### src/rtl/stream_demultiplexer_pkg.sv
// rtl/stream_demultiplexer_pkg.sv - shared constants and select decode for the 1:4 stream demux
package stream_demultiplexer_pkg;

  localparam int NUM_CH = 4;
  localparam int SEL_W  = 2;

  function automatic logic [NUM_CH-1:0] sel_onehot(input logic [SEL_W-1:0] sel);
    sel_onehot      = '0;
    sel_onehot[sel] = 1'b1;
  endfunction

endpackage

### src/rtl/stream_demultiplexer_if.sv
// rtl/stream_demultiplexer_if.sv - input stream, four output streams and counters of the demux
interface stream_demultiplexer_if #(
  parameter int WIDTH = 8,
  parameter int CNTW  = 8
) ();
  import stream_demultiplexer_pkg::*;

  logic                    in_valid;
  logic                    in_ready;
  logic [WIDTH-1:0]        in_data;
  logic                    address0;
  logic                    address1;
  logic [NUM_CH-1:0]       out_valid;
  logic [NUM_CH-1:0]       out_ready;
  logic [NUM_CH*WIDTH-1:0] out_data;
  logic [NUM_CH*CNTW-1:0]  out_count;

  modport master (
    output in_valid, in_data, address0, address1, out_ready,
    input  in_ready, out_valid, out_data, out_count
  );

  modport slave (
    input  in_valid, in_data, address0, address1, out_ready,
    output in_ready, out_valid, out_data, out_count
  );

endinterface

### src/rtl/demux_slot.sv
// rtl/demux_slot.sv - one-entry holding register and delivery counter for a single channel
module demux_slot #(
  parameter int WIDTH = 8,
  parameter int CNTW  = 8
) (
  input  logic             clk,
  input  logic             reset,
  input  logic             fill,
  input  logic [WIDTH-1:0] fill_data,
  input  logic             drain,
  output logic             valid,
  output logic [WIDTH-1:0] data,
  output logic [CNTW-1:0]  count
);

  always_ff @(posedge clk or posedge reset) begin
    if (reset) begin
      valid <= 1'b0;
      data  <= '0;
      count <= '0;
    end else begin
      // A fill wins over a same-cycle drain so back-to-back words leave no bubble
      if (fill) begin
        valid <= 1'b1;
        data  <= fill_data;
      end else if (drain) begin
        valid <= 1'b0;
      end
      if (drain) begin
        count <= count + 1'b1;
      end
    end
  end

endmodule

### src/rtl/stream_demultiplexer.sv
// rtl/stream_demultiplexer.sv - registered 1:4 stream demux: select decode, ready mux, port packing
module stream_demultiplexer
  import stream_demultiplexer_pkg::*;
#(
  parameter int WIDTH = 8,
  parameter int CNTW  = 8
) (
  input logic                  clk,
  input logic                  reset,
  stream_demultiplexer_if.slave bus
);

  logic [SEL_W-1:0]  sel;
  logic [NUM_CH-1:0] fill_vec;
  logic [NUM_CH-1:0] drain_vec;
  logic [NUM_CH-1:0] valid_vec;

  assign sel = {bus.address1, bus.address0};

  // Only the addressed slot gates acceptance, so one stalled channel never blocks the others
  assign bus.in_ready = ~reset & (~valid_vec[sel] | bus.out_ready[sel]);
  assign fill_vec     = (bus.in_valid & bus.in_ready) ? sel_onehot(sel) : '0;
  assign drain_vec    = valid_vec & bus.out_ready;
  assign bus.out_valid = valid_vec;

  for (genvar k = 0; k < NUM_CH; k++) begin : g_slot
    demux_slot #(
      .WIDTH(WIDTH),
      .CNTW (CNTW)
    ) u_slot (
      .clk      (clk),
      .reset    (reset),
      .fill     (fill_vec[k]),
      .fill_data(bus.in_data),
      .drain    (drain_vec[k]),
      .valid    (valid_vec[k]),
      .data     (bus.out_data[k*WIDTH +: WIDTH]),
      .count    (bus.out_count[k*CNTW +: CNTW])
    );
  end

endmodule

### src/flat_wrapper.sv
// flat-port wrapper written by rule: the top's interface ports become plain ports
module stream_demultiplexer_flat import stream_demultiplexer_pkg::*;
#(
  parameter int WIDTH = 8,
  parameter int CNTW  = 8
)
  (clk, reset, bus_in_valid, bus_in_data, bus_address0, bus_address1, bus_out_ready, bus_in_ready, bus_out_valid, bus_out_data, bus_out_count);
  stream_demultiplexer_if #(.WIDTH(WIDTH), .CNTW(CNTW)) bus_i ();
  input logic clk;
  input logic reset;
  input wire logic [$bits(bus_i.in_valid)-1:0] bus_in_valid;
  input wire logic [$bits(bus_i.in_data)-1:0] bus_in_data;
  input wire logic [$bits(bus_i.address0)-1:0] bus_address0;
  input wire logic [$bits(bus_i.address1)-1:0] bus_address1;
  input wire logic [$bits(bus_i.out_ready)-1:0] bus_out_ready;
  output wire logic [$bits(bus_i.in_ready)-1:0] bus_in_ready;
  output wire logic [$bits(bus_i.out_valid)-1:0] bus_out_valid;
  output wire logic [$bits(bus_i.out_data)-1:0] bus_out_data;
  output wire logic [$bits(bus_i.out_count)-1:0] bus_out_count;
  assign bus_i.in_valid = bus_in_valid;
  assign bus_i.in_data = bus_in_data;
  assign bus_i.address0 = bus_address0;
  assign bus_i.address1 = bus_address1;
  assign bus_i.out_ready = bus_out_ready;
  assign bus_in_ready = bus_i.in_ready;
  assign bus_out_valid = bus_i.out_valid;
  assign bus_out_data = bus_i.out_data;
  assign bus_out_count = bus_i.out_count;
  stream_demultiplexer #(.WIDTH(WIDTH), .CNTW(CNTW)) u_core (.clk(clk), .reset(reset), .bus(bus_i));
endmodule
### config.mk
export PLATFORM = sky130hd
export DESIGN_NAME = stream_demultiplexer_flat
export DESIGN_NICKNAME = d
export VERILOG_FILES = /design/src/rtl/stream_demultiplexer_pkg.sv /design/src/rtl/stream_demultiplexer_if.sv /design/src/rtl/demux_slot.sv /design/src/rtl/stream_demultiplexer.sv /design/src/flat_wrapper.sv
export SDC_FILE = /design/constraint.sdc
export NUM_CORES = 1
export LEC_CHECK = 0
export BUFFER_PORTS_ARGS = -buffer_cell sky130_fd_sc_hd__buf_2
export CAP_MARGIN = 20
export CORE_MARGIN = 4
export CORE_UTILIZATION = 51
export DETAILED_ROUTE_END_ITERATION = 7
export PLACE_DENSITY = 0.88
export SLEW_MARGIN = 20
export SYNTH_ARGS = -nofsm -noshare
export SYNTH_HDL_FRONTEND = slang
export SYNTH_HIERARCHICAL = 1
export SYNTH_SLANG_ARGS = --single-unit
### constraint.sdc
create_clock -name clk -period 1.62 [get_ports clk]
set_clock_uncertainty 0.05 [all_clocks]
set_input_delay 0.243 -clock clk [delete_from_list [all_inputs] [get_ports clk]]
set_output_delay 0.243 -clock clk [all_outputs]
set_load 0.005 [all_outputs]
Yosys cells after proc, flatten, opt, wreduce, memory -nomap -nowiden

Cells that the tools add are included.
Widths: inputs -> output; s select.

Register bits: 68
Output and inout bits: 69
Logic and storage cells: 44

Muxes and demuxes: 15
Reduce and logical (&&, ||, !) cells: 5
Bitwise gates (word level): 6
Add/sub/neg operators: 4
$lt $le $gt $ge: 2

Operators by type and width:

| operator            | number |
|---|---|
| $add 8x1->8 const B | 4 |
| $mux 1              | 11 |
| $reduce_bool 2->1   | 4 |
| $and 4x4->4         | 1 |
| $bmux 1 s2          | 2 |
| $mux 4              | 1 |
| $lt 2x3->1 const B  | 1 |
| $and 1x1->1         | 2 |
| $demux 1 s2         | 1 |
| $ge 2x1->1 const B  | 1 |
| $not 1->1           | 2 |
| $logic_and 1x1->1   | 1 |
| $or 1x1->1          | 1 |

Longest topological paths before layout

Depth in word-level cells: 8
Depth in mapped cells: 5

By module

Netlist, hierarchy kept.

By module, submodules not included:

| module               | times used | cells an instance | area an instance (sq um) |
|---|---|---|---|
| demux_slot           | 4          | 47                | 671.9 |
| stream_demultiplexer | 1          | 22                | 145.1 |

Worst setup path before layout

No wires, ideal clock.

Path kind: flip-flop to flip-flop
Start: register u_core.g_slot[0].u_slot.valid
End: register u_core.g_slot[0].u_slot.data[0]
Slack: 141 ps
Buffers on the path: 1
Cell stages (with the launch flop): 4
Data required time: 1445 ps
Library setup time: 125 ps
Data arrival time: 1304 ps
Cells stage by stage: dfrtp_1 > a2111oi_1 > buf_2 > mux2_2

Cells in the longest elaborated chain, start to end: 7

Ends and longest elaborated chain:

| item                         | RTL line                   | source |
|---|---|---|
| start, declared              | demux_slot.sv:11           | `output logic valid,` |
| start signal, assigned       | demux_slot.sv:18           | `valid <= 1'b0;` |
| start signal, assigned       | demux_slot.sv:24           | `valid <= 1'b1;` |
| start signal, assigned       | demux_slot.sv:27           | `valid <= 1'b0;` |
| $bmux 1 s2                   | stream_demultiplexer.sv:21 | `assign bus.in_ready = ~reset & (~valid_vec[sel] \| bus.out_ready[sel]);` |
| $mux 1 (not written as such) | stream_demultiplexer.sv:21 |  |
| $not 1->1                    | stream_demultiplexer.sv:21 |  |
| $or 1x1->1                   | stream_demultiplexer.sv:21 |  |
| $and 1x1->1                  | stream_demultiplexer.sv:21 |  |
| $and 1x1->1                  | stream_demultiplexer.sv:22 | `assign fill_vec = (bus.in_valid & bus.in_ready) ? sel_onehot(sel) : '0;` |
| $mux 4                       | stream_demultiplexer.sv:22 |  |
| named net u_core.fill_vec[0] | stream_demultiplexer.sv:14 | `logic [NUM_CH-1:0] fill_vec;` |
| end signal, assigned         | demux_slot.sv:25           | `data <= fill_data;` |
| end, declared                | demux_slot.sv:12           | `output logic [WIDTH-1:0] data,` |

The timed path passes the listed nets, and every way through them passes these cells. The select of a mux whose other input is x is not followed.
A chain may end at the register's enable or synchronous reset.

Final worst setup path

Start: register u_core.g_slot[2].u_slot.valid
End: output bus_in_ready

Cells in the longest elaborated chain, start to end: 5

Ends and longest elaborated chain:

| item                         | RTL line                   | source |
|---|---|---|
| start, declared              | demux_slot.sv:11           |  |
| start signal, assigned       | demux_slot.sv:18           |  |
| start signal, assigned       | demux_slot.sv:24           |  |
| start signal, assigned       | demux_slot.sv:27           |  |
| $bmux 1 s2                   | stream_demultiplexer.sv:21 |  |
| $mux 1 (not written as such) | stream_demultiplexer.sv:21 |  |
| $not 1->1                    | stream_demultiplexer.sv:21 |  |
| $or 1x1->1                   | stream_demultiplexer.sv:21 |  |
| $and 1x1->1                  | stream_demultiplexer.sv:21 |  |
| end, declared                | flat_wrapper.sv:16         | `output wire logic [$bits(bus_i.in_ready)-1:0] bus_in_ready;` |

No other way between the ends. The select of a mux whose other input is x is not followed.

==> impl_metrics.env <==
export IMPL_root_buffer="clkbuf_8"
export IMPL_tightest_slew_ps=275
export IMPL_rsz0062_at_grt="true"
export IMPL_crit_slowest_cell="dfrtp_1"
export IMPL_syn_num_nets=231
export IMPL_cts_htree_levels=3
export IMPL_crit_arrival_ps=1320
export IMPL_cpPeakStageDelay_ps=400
export IMPL_dp_hpwl_um=4460
export IMPL_period_needed_ps=1610
export IMPL_fin_setup_tns_ps=0
export IMPL_multi_input_area_um2=1070
export IMPL_ys_seq_area_share_pct=60.1
export IMPL_reg2reg_to="u_core/g_slot[2].u_slot/data[0]"
export IMPL_ys_types=24
export IMPL_grt_pass1_vias=2093
export IMPL_start_kind="register"
export IMPL_gp_congestion=0.762
export IMPL_drive_above_1_share_pct=49.8
export IMPL_power_per_cell_area_nw_per_um2=1600
export IMPL_clock_latency_ps=340
export IMPL_place_ws_ps=3.45
export IMPL_crit_path_end_kind="output port"
export IMPL_crit_family="flip-flops"
export IMPL_io_pins=86
export IMPL_die_w_um=82.5
export IMPL_io_buffers=85
export IMPL_antenna_cells=0
export IMPL_r2r_start="u_core/g_slot[2].u_slot/valid"
export IMPL_reg2reg_depth=5
export IMPL_overflow=0
export IMPL_status="finished clean"
export IMPL_avgSynthCellArea_um2=13.5
export IMPL_final_cell_area_um2=3640
export IMPL_yosysWarnings=6
export IMPL_start_util_pct=54.1
export IMPL_grt_max_degree=18
export IMPL_crit_type="reg -> out"
export IMPL_maxCapViolCount=0
export IMPL_min_path_type="in -> async"
export IMPL_max_clock_freq_mhz=622
export IMPL_initialDrtViolationCount=59
export IMPL_p_leak_nw=1.87
export IMPL_finalCritPeriodShare_pct=99.3
export IMPL_fillers=385
export IMPL_cts_tree="yes"
export IMPL_crit_fanout=2
export IMPL_finalHoldViolCount=0
export IMPL_dr_pass1_iters=4
export IMPL_grt_pass1_wl_um=10100
export IMPL_reg2reg_slack_ps=60
export IMPL_synthesis_area_um2=2830
export IMPL_clock_sinks=68
export IMPL_dieArea_um2=6810
export IMPL_row_count=26
export IMPL_core_area_um2=5240
export IMPL_placed_area_um2=3400
export IMPL_cts_buffer_depth=2
export IMPL_antenna_found_initial=0
export IMPL_grt_use_total_pct=20.1
export IMPL_clk_pin_slew_ps=80
export IMPL_drv_slew=0
export IMPL_syn_inst=210
export IMPL_die_y_um=82.5
export IMPL_path_cells="nand4bb_1 > nand3_1 > a311oi_2 > buf_2"
export IMPL_ant_nets=0
export IMPL_finalSetupViolCount=0
export IMPL_maxSlewHeadroom_pct=81.7
export IMPL_nets=335
export IMPL_area_growth_pct=28.6
export IMPL_ys_ff_latch=68
export IMPL_cts_hold_buf=0
export IMPL_avgRoutedWirePerCell_um=15.7
export IMPL_wl_um=6090
export IMPL_vias=1949
export IMPL_peakVddDrop_mv=1.02
export IMPL_seqCellArea_um2=1700
export IMPL_cp_required_ps=1330
export IMPL_worst_path_buf_inv=1
export IMPL_remaining_drc_errors=0
export IMPL_viasPerCell=5.01
export IMPL_setup_ws_ps=11.9
export IMPL_numCtsBuffers=9
repair_timing:
item | 4_1_cts | 5_1_grt
pin swaps | 1 | 0
cloned | 0 | 0
gates resized for setup | 0 | 0
setup endpoints to repair | 1 | 1
setup buffers | 3 | 0
worst reg2reg max path: stages (launching register included):
cell and delay (ps):
dfrtp_1 400, buf_4 150, nor2b_1 120, nor3_1 170
buf_4 210, mux2_2 360
registers in the layout (all words and copies together), names as in the netlist:
signal,flops
u_core/g_slot.u_slot/valid,4
u_core/g_slot.u_slot/data,32
u_core/g_slot.u_slot/count,32
kinds of logic after synthesis:
logic type	after synthesis	synth area share (%)
compound gates	8	2.30
mux	36	14.3
buf+inv	15	2.16
xor+xnor	28	8.66
simple gates	51	10.7
flops	68	60.1
fa+ha+maj	4	1.77
layout by cell type, fill, tap and decap left out, types with 9 or more instances in the layout:
cell type  count
buf_4         12
dfrtp_1       68
xor2_1        16
nand2_1       16
xnor2_1       12
nor2_1        10
mux2_2        36
clkbuf_8       9
inv_1         11
buf_2         85
cell usage after synthesis, drive strengths merged:
cell type  number  area [um2]
and2            4        25.0
nand2          16        60.1
xnor2          12         105
nand4           8        75.1
o21ai           2        10.0
inv            11        41.3
a311oi          1        15.0
nor2b           1        6.26
xor2           16         140
a21o            4        30.0
nand3           1        5.00
nor2           10        37.5
dfrtp          68        1700
nor3            6        50.1
buf             4        20.0
nand3b          1        7.51
a2111oi         1        10.0
ha              4        50.1
mux2           36         405
nand4b          1        8.76
nand2b          1        6.26
nand4bb         2        22.5
layout make-up:
cell class / instances / area share, %
timing repair buffer: 97 / 14.1
inverter: 11 / 1.13
sequential: 68 / 46.7
tap: 70 / 2.40
clock inverter: 7 / 2.71
clock buffer: 9 / 3.40
multi-input combinational: 127 / 29.5
report_power, final:
| group | total (mW) | switching, mW | internal, mW |
|---|---|---|---|
| clock network | 1.54 | 0.670 | 0.874 |
| registers | 2.71 | 0.474 | 2.23 |
| logic | 1.57 | 0.669 | 0.902 |
| total | 5.82 | 1.81 | 4.01 |
metal layers:
layer / GRT usage [%] / vias to the layer above / wire length (um)
met3: 6.94 / 7 / 514
li1: - / 925 / -
met4: 7.84 / 0 / 76
met2: 31.8 / 65 / 2900
met1: 25.3 / 952 / 2600
met5: 0 / - / 0
how the worst max path moves through the flow:
stage,from,to,slack [ps],cells past startpoint
after global placement,reset,u_core/g_slot[0].u_slot/data[7],40,5
after global routing,u_core/g_slot[3].u_slot/valid,bus_in_ready,-50,4
final,u_core/g_slot[2].u_slot/valid,bus_in_ready,10,4
after floorplan,u_core/g_slot[0].u_slot/valid,u_core/g_slot[0].u_slot/data[0],140,3
after CTS,u_core/g_slot[3].u_slot/valid,bus_in_ready,10,4
after detailed placement,reset,u_core/g_slot[0].u_slot/data[0],3,5
per-stage QoR:
step | util [%] | hold WS (ps) | power, mW | instances
CTS | 69.6 | 14.4 | 5.89 | 389
global placement | 64.9 | 380 | 4.18 | 370
floorplan | - | 119 | 3.46 | 210
detailed placement | 64.9 | 385 | 4.27 | 370
finish | 69.6 | 19.1 | 5.82 | 389
global route | 69.6 | 41.0 | 6.24 | 389
No activity file was read; power rests on OpenSTA's default activity.
